## src/rtl/mac_operand_sequencer.sv

```systemverilog
// Feeds ACC_CYCLES operand pairs from two synchronous-read memories into a MAC,
// then captures the settled accumulator and offers it downstream via valid/ready.
module mac_operand_sequencer #(
  parameter int BITWIDTH_A   = 8,
  parameter int BITWIDTH_B   = 8,
  parameter int ACC_CYCLES   = 400,
  parameter int ADDR_WIDTH   = 9,
  parameter int RES_WIDTH    = 25,
  parameter int PIPE_LATENCY = 1
) (
  input  logic                  clock,
  input  logic                  reset,
  input  logic                  start,
  input  logic [ADDR_WIDTH-1:0] baseA,
  input  logic [ADDR_WIDTH-1:0] baseB,
  output logic [ADDR_WIDTH-1:0] addrA,
  output logic [ADDR_WIDTH-1:0] addrB,
  input  logic [BITWIDTH_A-1:0] memA_data,
  input  logic [BITWIDTH_B-1:0] memB_data,
  output logic [BITWIDTH_A-1:0] operandA,
  output logic [BITWIDTH_B-1:0] operandB,
  output logic                  enable,
  output logic                  acc_clear,
  input  logic [RES_WIDTH-1:0]  AccResult,
  output logic [RES_WIDTH-1:0]  result,
  output logic                  result_valid,
  input  logic                  result_ready,
  output logic                  busy
);

  localparam int CNT_W = (ACC_CYCLES > 1) ? $clog2(ACC_CYCLES) : 1;
  localparam int LAT_W = (PIPE_LATENCY > 1) ? $clog2(PIPE_LATENCY) : 1;
  localparam logic [CNT_W-1:0] LAST_ISSUE = CNT_W'(ACC_CYCLES - 1);
  localparam logic [LAT_W-1:0] LAST_WAIT  = LAT_W'(PIPE_LATENCY - 1);

  typedef enum logic [2:0] {IDLE, PRIME, ISSUE, DRAIN, HOLD} state_t;

  state_t          state, state_next;
  logic [CNT_W-1:0] issue_cnt;
  logic [LAT_W-1:0] wait_cnt;
  logic            stage1_valid;
  logic            issue_last, pipe_empty, drain_done;
  logic            accept_start, issue_active, issue_step, wait_step, capture_result;

  // issue_cnt is the index of the address currently on addrA/addrB
  assign issue_last = (issue_cnt == LAST_ISSUE);
  assign pipe_empty = !stage1_valid && !enable;
  assign drain_done = pipe_empty && (wait_cnt == LAST_WAIT);

  always_ff @(posedge clock or posedge reset) begin
    if (reset) state <= IDLE;
    else       state <= state_next;
  end

  always_comb begin
    state_next = state;
    case (state)
      IDLE:  if (start) state_next = PRIME;
      PRIME: state_next = issue_last ? DRAIN : ISSUE;
      ISSUE: if (issue_last) state_next = DRAIN;
      DRAIN: if (drain_done) state_next = HOLD;
      HOLD:  if (result_ready) state_next = IDLE;
      default: state_next = IDLE;
    endcase
  end

  always_comb begin
    accept_start   = 1'b0;
    issue_active   = 1'b0;
    issue_step     = 1'b0;
    wait_step      = 1'b0;
    capture_result = 1'b0;
    result_valid   = 1'b0;
    busy           = 1'b1;
    case (state)
      IDLE: begin
        busy         = 1'b0;
        accept_start = start;
      end
      PRIME, ISSUE: begin
        issue_active = 1'b1;
        issue_step   = !issue_last;
      end
      DRAIN: begin
        wait_step      = pipe_empty && !drain_done;
        capture_result = drain_done;
      end
      HOLD: result_valid = 1'b1;
      default: busy = 1'b1;
    endcase
  end

  // stage1_valid marks read data on memX_data; enable is the second stage
  always_ff @(posedge clock or posedge reset) begin
    if (reset) begin
      addrA        <= '0;
      addrB        <= '0;
      operandA     <= '0;
      operandB     <= '0;
      enable       <= 1'b0;
      acc_clear    <= 1'b0;
      result       <= '0;
      stage1_valid <= 1'b0;
      issue_cnt    <= '0;
      wait_cnt     <= '0;
    end else begin
      acc_clear    <= accept_start;
      stage1_valid <= issue_active;
      enable       <= stage1_valid;
      if (stage1_valid) begin
        operandA <= memA_data;
        operandB <= memB_data;
      end
      if (accept_start) begin
        addrA     <= baseA;
        addrB     <= baseB;
        issue_cnt <= '0;
        wait_cnt  <= '0;
      end else if (issue_step) begin
        addrA     <= addrA + ADDR_WIDTH'(1);
        addrB     <= addrB + ADDR_WIDTH'(1);
        issue_cnt <= issue_cnt + CNT_W'(1);
      end
      if (wait_step)      wait_cnt <= wait_cnt + LAT_W'(1);
      if (capture_result) result   <= AccResult;
    end
  end

endmodule
```

## config.mk

```make
export PLATFORM = sky130hd
export DESIGN_NAME = mac_operand_sequencer
export DESIGN_NICKNAME = d
export VERILOG_FILES = /design/src/rtl/mac_operand_sequencer.sv
export SDC_FILE = /design/constraint.sdc
export NUM_CORES = 1
export LEC_CHECK = 0
export CORE_MARGIN = 2
export CORE_UTILIZATION = 47
export DETAILED_ROUTE_END_ITERATION = 8
export PLACE_DENSITY = 0.85
export SETUP_SLACK_MARGIN = 0.4
export SYNTH_ARGS = -nofsm -noshare
export SYNTH_HDL_FRONTEND = slang
export SYNTH_SLANG_ARGS = --single-unit
```

## constraint.sdc

```tcl
create_clock -name clock -period 8.12 [get_ports clock]
set_input_delay 2.03 -clock clock [delete_from_list [all_inputs] [get_ports clock]]
set_output_delay 2.03 -clock clock [all_outputs]
set_load 0.01 [all_outputs]
```

# --- Yosys cells after proc, flatten, opt, wreduce, memory -nomap -nowiden ---
# Cells that the tools add are included.
word_totals:
  register_bits: 75
  latch_bits: 0
  mem_bits_rw: 0
  mem_bits_ro: 0
  in_bits: 63
  out_inout_bits: 63
  n_memories: 0
classes:
  add_sub_neg: 4
  multipliers: 0
  n_div: 0
  order_cmp: 0
  eq_ne: 9
  n_shift: 0
  muxes: 21
  bitwise: 1
  n_reduce_logical: 12
op_table:
  columns: ["cell", "n"]
  rows:
  - ["2-to-1 mux 9 bit", 6]
  - ["adder 9 x 1 -> 9 bit, second input constant", 3]
  - ["one-hot mux 3 bit (5 select lines)", 1]
  - ["2-to-1 mux 3 bit", 4]
  - ["2-to-1 mux 1 bit", 10]
  - ["equality test 9 bit, second input constant", 1]
  - ["inequality test 2 bit, second input constant", 4]
  - ["equality test 3 x 2 -> 1 bit, second input constant", 2]
  - ["zero test 1 bit", 4]
  - ["AND reduction 4 bit", 1]
  - ["nonzero test 2 bit", 2]
  - ["equality test 3 x 1 -> 1 bit, second input constant", 1]
  - ["equality test 3 bit, second input constant", 1]
  - ["logical AND 1 bit", 3]
  - ["zero test 3 bit", 1]
  - ["OR reduction 2 bit", 1]
  - ["adder 1 bit, second input constant", 1]
  - ["inverter 1 bit", 1]

# --- Logic depth before layout (Yosys ltp) ---
depth:
  word_depth: 7
  depth_mapped: 7

# --- Worst setup path before layout ---
# No wires, ideal clock.
synth_path:
  kind: "reg-to-output"
  from: "register state[0]"
  to: "output result_valid"
  t_arrival_ns: 0.966
  required_time_ns: 6.090
  path_slack_ns: 5.124
  stages_incl_launch_ff: 5
  path_buffers: 1
  path_cell_list: "dfrtp_1 -> buf_4 -> nor2_1 -> nand2_1 -> inv_1"
synth_via:
  elab_chain_len: 2
synth_lines:
  columns: ["item", "line_no", "source"]
  rows:
  - ["start, declared", "38", "state_t state, state_next;"]
  - ["start signal, assigned", "52", "else state <= state_next;"]
  - ["equality test 3 bit", "75", "case (state)"]
  - ["2-to-1 mux 1 bit", "75", null]
  - ["end, declared", "26", "output logic result_valid,"]
# No other way between the ends.

# --- Final worst setup path ---
# Same ends and word-level chain as after synthesis.

==> impl_metrics.ini <==
[sta]
relSlewSlack_pct = 23.63
setup_violations = 0
worst_pin_slew_ns = 1.142
finalCritPeriodShare_pct = 48.25
finalClockSkew_ns = 0.01021
hold_ws_ns = 0.4973
slew_violations = 0
fmax_mhz = 255.2
hold_viol_final = 0
period_minus_slack_ns = 3.918
rsz0062_at_grt = false
setup_tns_ns = 0

[synth]
ys.flop_type = dfrtp_1
synth_top_cell_by_area = dfrtp_1
synth-edff-count = 0
yosys_warnings = 0
synth_fp_nets = 341
syn-cell-area_sq_mm = 0.003284
synthArstFlopShare_pct = 100.0
synth_top_area_share_pct = 57.14
yosysMostFrequentCell = dfrtp_1
ys_seq_area_share_pct = 57.14
syn_avg_cell_area_sq_um = 11.94
synth_commonest_cells = 75 x dfrtp_1, 41 x mux2_2, 27 x nand2_1
syn_inst = 275
synth_area_leaders = dfrtp_1 57%, mux2_2 14%, nand2_1 3.1%
synth-seq-cells = 75
yosysUniqueCellTypes = 41

[grt]
grt_remaining_overflow = 0
track_usage_pct = 19.32
grt_max_degree = 76
grt_pass1_wl_mm = 11.64
grt_pass1_vias = 2476
antenna_found_initial = 0

[worst_setup_path]
arrival_ns = 1.89
cp_max_fo = 8
required_ns = 6.09
start_kind = flip-flop
end_kind = primary output
crit_type = reg2out
rr_startpoint = stage1_valid$_DFF_PP0_
crit_path_start = state[0]$_DFFE_PP0P_

[detailed_routing]
drc = 0
wl_per_cell_um = 14.60
vias = 2596
wirelength_mm = 7.300
first_pass_iters = 4
viasPerCell = 5.192
drt_iter0_drc = 147
postRouteAntennaNets = 0

[power_and_ir_drop]
p_total_w = 0.001541
p_leak_nw = 1.945
ir_worst_vdd_v = 0.0001611
power.density_mw_per_mm2 = 322.3

[final_layout]
layout.nets = 466
multi_input_area_sq_mm = 0.001301
final_util_pct = 70.37
drive_gt1_share_pct = 16.09
fin_cells = 500
fillers = 522
final-seq-area_sq_mm = 0.001877
syn2layout_area_growth_pct = 45.56
n_antenna_cell = 0

[clock_network]
clk_pin_slew_ns = 0.08
htree_num_levels = 3
cts_made_buffers = 9
clk_latency_ns = 0.34
ctsHoldBuffers = 0
root_buffer = clkbuf_8
cts_buffer_depth = 2
cts_resized = 0
cts.sinks = 75
cts_tree = yes
post_cts_buffers = 0

[floorplanning]
die_x_um = 87.60
rows = 30
initial_core_util_pct = 48.34
dieArea_sq_mm = 0.007673
io_pins = 126
dieHeight_um = 87.60
design.core.area_sq_mm = 0.006794

[hold_path]
hp-class = reg2reg
worst_hold_startpoint = wait_cnt$_DFFE_PP0P_

[run_status]
status = finished clean

[placed_design]
hpwl_mm = 5.218
dp_cells = 485
gp_congestion = 0.8616
io_buffer_count = 125

[flow_run]
maxCapViolations = 0
## worst max-delay path, stage by stage (launching register included)
cell and delay [ns]:
dfrtp_1 0.47, nor2_1 0.31, nand2_1 0.15, inv_1 0.08, clkdlybuf4s50_1 0.54
## flip-flops by register name (all words and copies together), names as in the netlist
name          flops
addrA             9
addrB             9
result           25
operandA          8
enable            1
state             3
acc_clear         1
issue_cnt         9
stage1_valid      1
wait_cnt          1
operandB          8
## logic make-up after synthesis
kind of cell	share of synthesized area (%)
muxes	14.06
buffers and inverters	3.238
adders and majority gates	1.143
DFF	57.14
AOI/OAI and AO/OA	7.429
and+or+nand+nor	13.26
xor gates and xnor gates	3.733
## stage by stage
stage / area, sq um / worst slack (ns)
final: 4781 / 4.202
after floorplan: 3284 / 4.180
after global placement: 4579 / 4.052
after detailed placement: 4579 / 3.984
after global routing: 4781 / 4.049
after CTS: 4781 / 4.182
## layer usage
metal	part of all wire [%]	track usage [%]	vias up
met5	0	0	-
li1	-	-	1233
met4	1.3	8.112	0
met2	51	32.58	87
met3	6.5	4.147	9
met1	41	24.18	1267
## cells in the final DEF, fill, tap and decap left out, types with 2 or more instances in the layout
master,instances
a211oi_1,4
a21oi_1,4
a311oi_1,2
buf_4,2
clkbuf_8,11
clkdlybuf4s50_1,125
clkinvlp_4,2
dfrtp_1,75
ha_1,3
inv_1,2
mux2_2,41
nand2_1,27
nand3_1,19
nand4_1,3
nor2_1,17
nor3_1,11
nor4_1,2
o211ai_1,4
o21ai_0,11
o21ai_1,2
o31ai_1,2
xnor2_1,9
xor2_1,5
## worst paths after layout
kind	end	slack (ns)	depth (start not counted)
hold / removal	wait_cnt$_DFFE_PP0P_	0.50	1
setup / recovery	result_valid	4.20	4
max in group asynchronous	result[11]$_DFFE_PP0P_	5.21	3
min in group asynchronous	operandA[3]$_DFFE_PP0P_	2.31	3
setup reg to reg	result[24]$_DFFE_PP0P_	5.54	3
hold reg to reg	wait_cnt$_DFFE_PP0P_	0.50	1
## layout make-up
class | instances | share of cell area (%)
clock inverters | 4 | 1.047
flip-flops and latches | 75 | 39.26
well taps | 96 | 2.512
repair buffers | 127 | 26.49
inverters | 4 | 0.3141
multi-input cells | 183 | 27.22
clock buffers | 11 | 3.167
## report_power, final
group / total [W] / switching [W] / leakage (nW) / internal, W
Combinational: 0.000612 / 0.000241 / 0.930 / 0.000371
Sequential: 0.000642 / 0.000126 / 0.918 / 0.000516
Clock: 0.000287 / 0.000131 / 0.0974 / 0.000157
Total: 0.00154 / 0.000497 / 1.95 / 0.00104
Power figures use the tool's default switching activity.
==> RTL change 1 (config.mk and constraints unchanged) <==
Change the parameter `RES_WIDTH` from 25 to 29.
--- a/src/rtl/mac_operand_sequencer.sv
+++ b/src/rtl/mac_operand_sequencer.sv
@@ -7,3 +7,3 @@
   parameter int ADDR_WIDTH   = 9,
-  parameter int RES_WIDTH    = 25,
+  parameter int RES_WIDTH    = 29,
   parameter int PIPE_LATENCY = 1
Ports: changed (resized AccResult and result); port bits go from 126 to 134. No check against the original RTL was run, so the function may have changed too.
==> RTL change 1 against the unedited design <==
Sequential power grew 13%; core utilization grew 3.0 points; count of clock-buffer cells in the layout is the same; clock skew is essentially flat; cell area grew 5.4%; area after synthesis grew 3.1%; sequential cell count grew 4; total power grew 22%; wire length grew 20%; sequential share of layout area is essentially flat; setup slack lost 0.27 ns.
==> RTL change 1: results (changes against the unedited design) <==
Parameter                              Value

Synth
  Cells taking the most area after synthesis ... sky130_fd_sc_hd__dfrtp_1 58%, sky130_fd_sc_hd__mux2_2 15%, sky130_fd_sc_hd__nor2_1 2.4% (was sky130_fd_sc_hd__dfrtp_1 57%, sky130_fd_sc_hd__mux2_2 14%, sky130_fd_sc_hd__nand2_1 3.1%)
  Mapped Avg Cell Area ... 12.1 µm² (was 11.9 µm²)
  Most frequent cells after synthesis ... 79 x sky130_fd_sc_hd__dfrtp_1, 45 x sky130_fd_sc_hd__mux2_2, 22 x sky130_fd_sc_hd__nor2_1, 20 x sky130_fd_sc_hd__nand2_1, 13 x sky130_fd_sc_hd__nor3_1 (was 75 x sky130_fd_sc_hd__dfrtp_1, 41 x sky130_fd_sc_hd__mux2_2, 27 x sky130_fd_sc_hd__nand2_1, 19 x sky130_fd_sc_hd__nand3_1, 17 x sky130_fd_sc_hd__nor2_1)
  Synth unique cells ... 38 (was 41)
  Sequential fraction of the synthesis area ... 58.4% (was 57.1%)
  Synthesized Nets ... 349 (was 341)

Clock network
  Gates resized, CTS repair ... 0 (unchanged)
  Clock-pin slew on the worst setup and hold paths ... 0.08 ns (about the same)
  Clk_lat worst skew ... 0.35 ns
  Maximum buffer depth of the clock tree ... 2 (unchanged)
  Number of buffers inserted during clock tree synthesis ... 9 (unchanged)

Global routing
  Overall global routing resource usage ... 22.9% (was 19.3%)
  Global-route wire length before repair ... 13500 µm (was 11600 µm)
  Via count of the first global-routing pass ... 2737 (was 2476)
  Maximum number of pins on one net before global-route repair ... 80 (was 76)
  Initial antenna violation count ... 0 (unchanged)

Route
  Total Wirelength ... 8770 µm (was 7300 µm)
  Total met3 wirelength after detailed routing ... 429 µm (was 475 µm)
  Met1 WL ... 3480 µm (was 2990 µm)
  Number of DRC violations after detailed-routing iteration 0 ... 167 (was 147)
  Routed wl met2 ... 4600 µm (was 3740 µm)
  Routed wire per std cell ... 17.0 µm (was 14.6 µm)
  Post-detailed-route via-to-cell ratio ... 5.27 (was 5.19)
  Uppermost metal layer occupied by signal nets ... met4 (unchanged)
  Pre-antenna DRT Iters ... 4 (unchanged)

Place
  Placed cell count ... 500 (was 485)
  Placed wire-length estimate ... 6160 µm (was 5220 µm)
  Count of input and output buffers ... 133 (was 125)
  Post-detailed-placement cell area ... 0.00481 mm² (was 0.00458 mm²)
  Gpl congestion ... 0.791 (was 0.862)

Layout
  Antenna diode count ... 0 (unchanged)
  Share of post-route cells with drive strength above 1 ... 16.4% (was 16.1%)
  Net count of the finished layout ... 485 (was 466)
  Flip-flop count of the largest register, all copies and words added ... 29 (was 25)

Critical path
  Arrival time of the worst setup path ... 4.41 ns (was 1.89 ns)
  Worst Path Max Fanout ... 27 (was 8)

Timing
  Fin Clk Skew ... 0.0102 ns (about the same)
  Headroom to the max-slew limit ... 34.3% (was 23.6%)

Outcome
  Outcome ... complete, no violations (unchanged)

Power and ir drop
  Max VDD drop ... 166 µV (was 161 µV)
  Static Leak ... 2.13 nW (was 1.95 nW)
==> RTL change 1: cell count changes in the layout (fill, tap and decap cells not counted), sizes merged, moves of 6 or more <==
cell / change
and3: +6
clkdlybuf4s50: +8
nand2: -6
nand3: -10
nand4: +6
nor2: +6
o21ai: -7
xnor2: -6
==> RTL change 1: power breakdown <==
group,total [mW],switching (mW),internal (mW)
Combinational,0.818,0.337,0.481
Sequential,0.724,0.154,0.571
Clock,0.334,0.145,0.189
Total,1.88,0.636,1.24
==> RTL change 1: final cells by class <==
type	instances	area [µm²]
clock inverters	5	80.1
inverters	6	22.5
flip-flops and latches	79	1980
clock buffers	11	151
repair buffers	136	1350
fillers	471	1830
multi-input cells	183	1330
well taps	96	120
==> RTL change 1: per-layer routing <==
layer / GRT usage, % / vias to the layer above
met2: 40.3 / 90
met4: 10.2 / 0
met5: 0 / -
li1: - / 1280
met1: 27.2 / 1326
met3: 4.71 / 22
==> RTL change 1: cell families after synthesis <==
family,after synthesis,synth area share (%)
adder cells (fa/ha/maj),3,1.11
AND/OR/NAND/NOR,92,13.6
multiplexers,46,15.3
flip-flops,79,58.4
XOR/XNOR,12,3.10
AO/OA/AOI/OAI,30,6.10
buffers and inverters,17,2.48
==> RTL change 1: final timing paths <==
check                                        from                 endpoint  slack [ns]  cells past startpoint
setup / recovery                            start     addrB[4]$_DFFE_PP0P_        3.94                      5
hold / removal             result[14]$_DFFE_PP0P_   result[14]$_DFFE_PP0P_        0.51                      1
setup reg to reg             state[2]$_DFFE_PP0P_     addrB[4]$_DFFE_PP0P_        5.26                      5
hold reg to reg            result[14]$_DFFE_PP0P_   result[14]$_DFFE_PP0P_        0.51                      1
max in group asynchronous                   reset  operandB[6]$_DFFE_PP0P_        5.17                      3
min in group asynchronous                   reset   result[28]$_DFFE_PP0P_        2.29                      3
==> RTL change 1: metrics by stage <==
stage	total power, mW	setup WS, ns	hold WS [ns]
2_1_floorplan	1.11	4.07	0.349
3_3_place_gp	1.51	3.75	0.468
3_5_place_dp	1.55	3.65	0.479
4_1_cts	1.88	3.96	0.512
5_1_grt	1.99	3.75	0.525
6_report	1.88	3.94	0.506
==> RTL change 1: worst max-delay path: stages <==
cell,delay (ns)
sky130_fd_sc_hd__clkdlybuf4s50_1,0.46
sky130_fd_sc_hd__nand2_1,0.50
sky130_fd_sc_hd__clkinv_1,0.81
sky130_fd_sc_hd__a211oi_1,0.52
sky130_fd_sc_hd__a311oi_1,0.08
==> RTL change 2 (config.mk and constraints unchanged) <==
Without the edit above. Re-encode `state_t` (5 states) as one-hot, 5 bits wide.
--- a/src/rtl/mac_operand_sequencer.sv
+++ b/src/rtl/mac_operand_sequencer.sv
@@ -35,3 +35,3 @@
 
-  typedef enum logic [2:0] {IDLE, PRIME, ISSUE, DRAIN, HOLD} state_t;
+  typedef enum logic [4:0] {IDLE = 5'b00001, PRIME = 5'b00010, ISSUE = 5'b00100, DRAIN = 5'b01000, HOLD = 5'b10000} state_t;
 
Check against the original RTL: no difference found for any inputs over 10 cycles, from zero or initial values and one cycle with reset high; not proved beyond that.
==> RTL change 2 against the unedited design <==
Area after synthesis is 4.4% higher; wire length rose by 6.0%; synthesized cell count up 2.9%; die area increased by 4.2%; sequential share of layout area fell by 0.56 points; sequential cell count increased by 2; fmax grew 1.9%; register-to-register slack better by 0.11 ns; total power fell by 1.8%; first-iteration DRC count is 27% lower; count of clock-buffer cells in the layout did not move; setup slack improved by 0.073 ns; cell area increased by 4.2%; hold slack gained 0.0069 ns; largest cell class unchanged; highest routed layer unchanged.
==> RTL change 2: results (changes against the unedited design) <==
Parameter                              Value

Synth
  Most frequent cells after synthesis ... 76 x sky130_fd_sc_hd__dfrtp_1, 41 x sky130_fd_sc_hd__mux2_2, 21 x sky130_fd_sc_hd__nor2_1, 16 x sky130_fd_sc_hd__nand2_1, 16 x sky130_fd_sc_hd__xnor2_1 (was 75 x sky130_fd_sc_hd__dfrtp_1, 41 x sky130_fd_sc_hd__mux2_2, 27 x sky130_fd_sc_hd__nand2_1, 19 x sky130_fd_sc_hd__nand3_1, 17 x sky130_fd_sc_hd__nor2_1)
  Cells taking the most area after synthesis ... sky130_fd_sc_hd__dfrtp_1 55%, sky130_fd_sc_hd__mux2_2 13%, sky130_fd_sc_hd__xnor2_1 4.1% (was sky130_fd_sc_hd__dfrtp_1 57%, sky130_fd_sc_hd__mux2_2 14%, sky130_fd_sc_hd__nand2_1 3.1%)
  Synthesized Nets ... 349 (was 341)
  Synth Area in Compound Gates ... 4.85% (was 7.43%)
  Share of cell area taken by muxes after synthesis ... 14.0% (was 14.1%)
  Xor and xnor area share after synthesis ... 6.13% (was 3.73%)
  Adder and majority cell fraction of the synthesized area ... 1.09% (was 1.14%)

Route
  Total met3 wirelength after detailed routing ... 599 µm (was 475 µm)
  Met1 WL ... 3370 µm (was 2990 µm)
  Routed wl met2 ... 3630 µm (was 3740 µm)
  Number of DRC violations after detailed-routing iteration 0 ... 107 (was 147)
  Vias ... 2646 (was 2596)
  Routed wire per std cell ... 15.1 µm (was 14.6 µm)

Power and ir drop
  Power density over cell area ... 304 mW/mm² (was 322 mW/mm²)
  Max VDD drop ... 185 µV (was 161 µV)
  Internal power ... 0.995 mW (was 1.04 mW)
  Power share of the clock group ... 19.5% (was 18.6%)

Global routing
  Global routing met2 resource utilization ... 32.3% (was 32.6%)
  Maximum number of pins on one net before global-route repair ... 78 (was 76)

Place
  Pre-CTS setup slack ... 3.94 ns (was 3.98 ns)
  Placed cell count ... 498 (was 485)
  Placed wire-length estimate ... 5600 µm (was 5220 µm)
  Gpl congestion ... 0.778 (was 0.862)

Critical path
  Worst Path Max Fanout ... 28 (was 8)

Outcome
  Outcome ... complete, no violations (unchanged)

Timing
  Slew at the pin closest to its max-slew limit ... 1.10 ns (was 1.14 ns)
  Hold WS ... 0.504 ns (was 0.497 ns)

Layout
  Share of post-route cells with drive strength above 1 ... 17.6% (was 16.1%)
## RTL change 2: area by class of cell
cell class	count	area (µm²)
Clock buffer	11	151
Inverter	8	42.5
Fill cell	533	2190
Sequential cell	77	1930
Tap cell	99	124
Multi-Input combinational cell	186	1400
Clock inverter	5	58.8
Timing Repair Buffer	128	1270
## RTL change 2: path summary, 6_finish.rpt
| check | startpoint | to | cells after the start |
|---|---|---|---|
| hold reg to reg | result[14]$_DFFE_PP0P_ | result[14]$_DFFE_PP0P_ | 1 |
| setup / recovery | start | addrA[1]$_DFFE_PP0P_ | 5 |
| setup reg to reg | state[2]$_DFFE_PP0P_ | addrA[1]$_DFFE_PP0P_ | 6 |
| min in group asynchronous | reset | operandA[1]$_DFFE_PP0P_ | 3 |
| max in group asynchronous | reset | result[20]$_DFFE_PP0P_ | 3 |
| hold / removal | result[14]$_DFFE_PP0P_ | result[14]$_DFFE_PP0P_ | 1 |
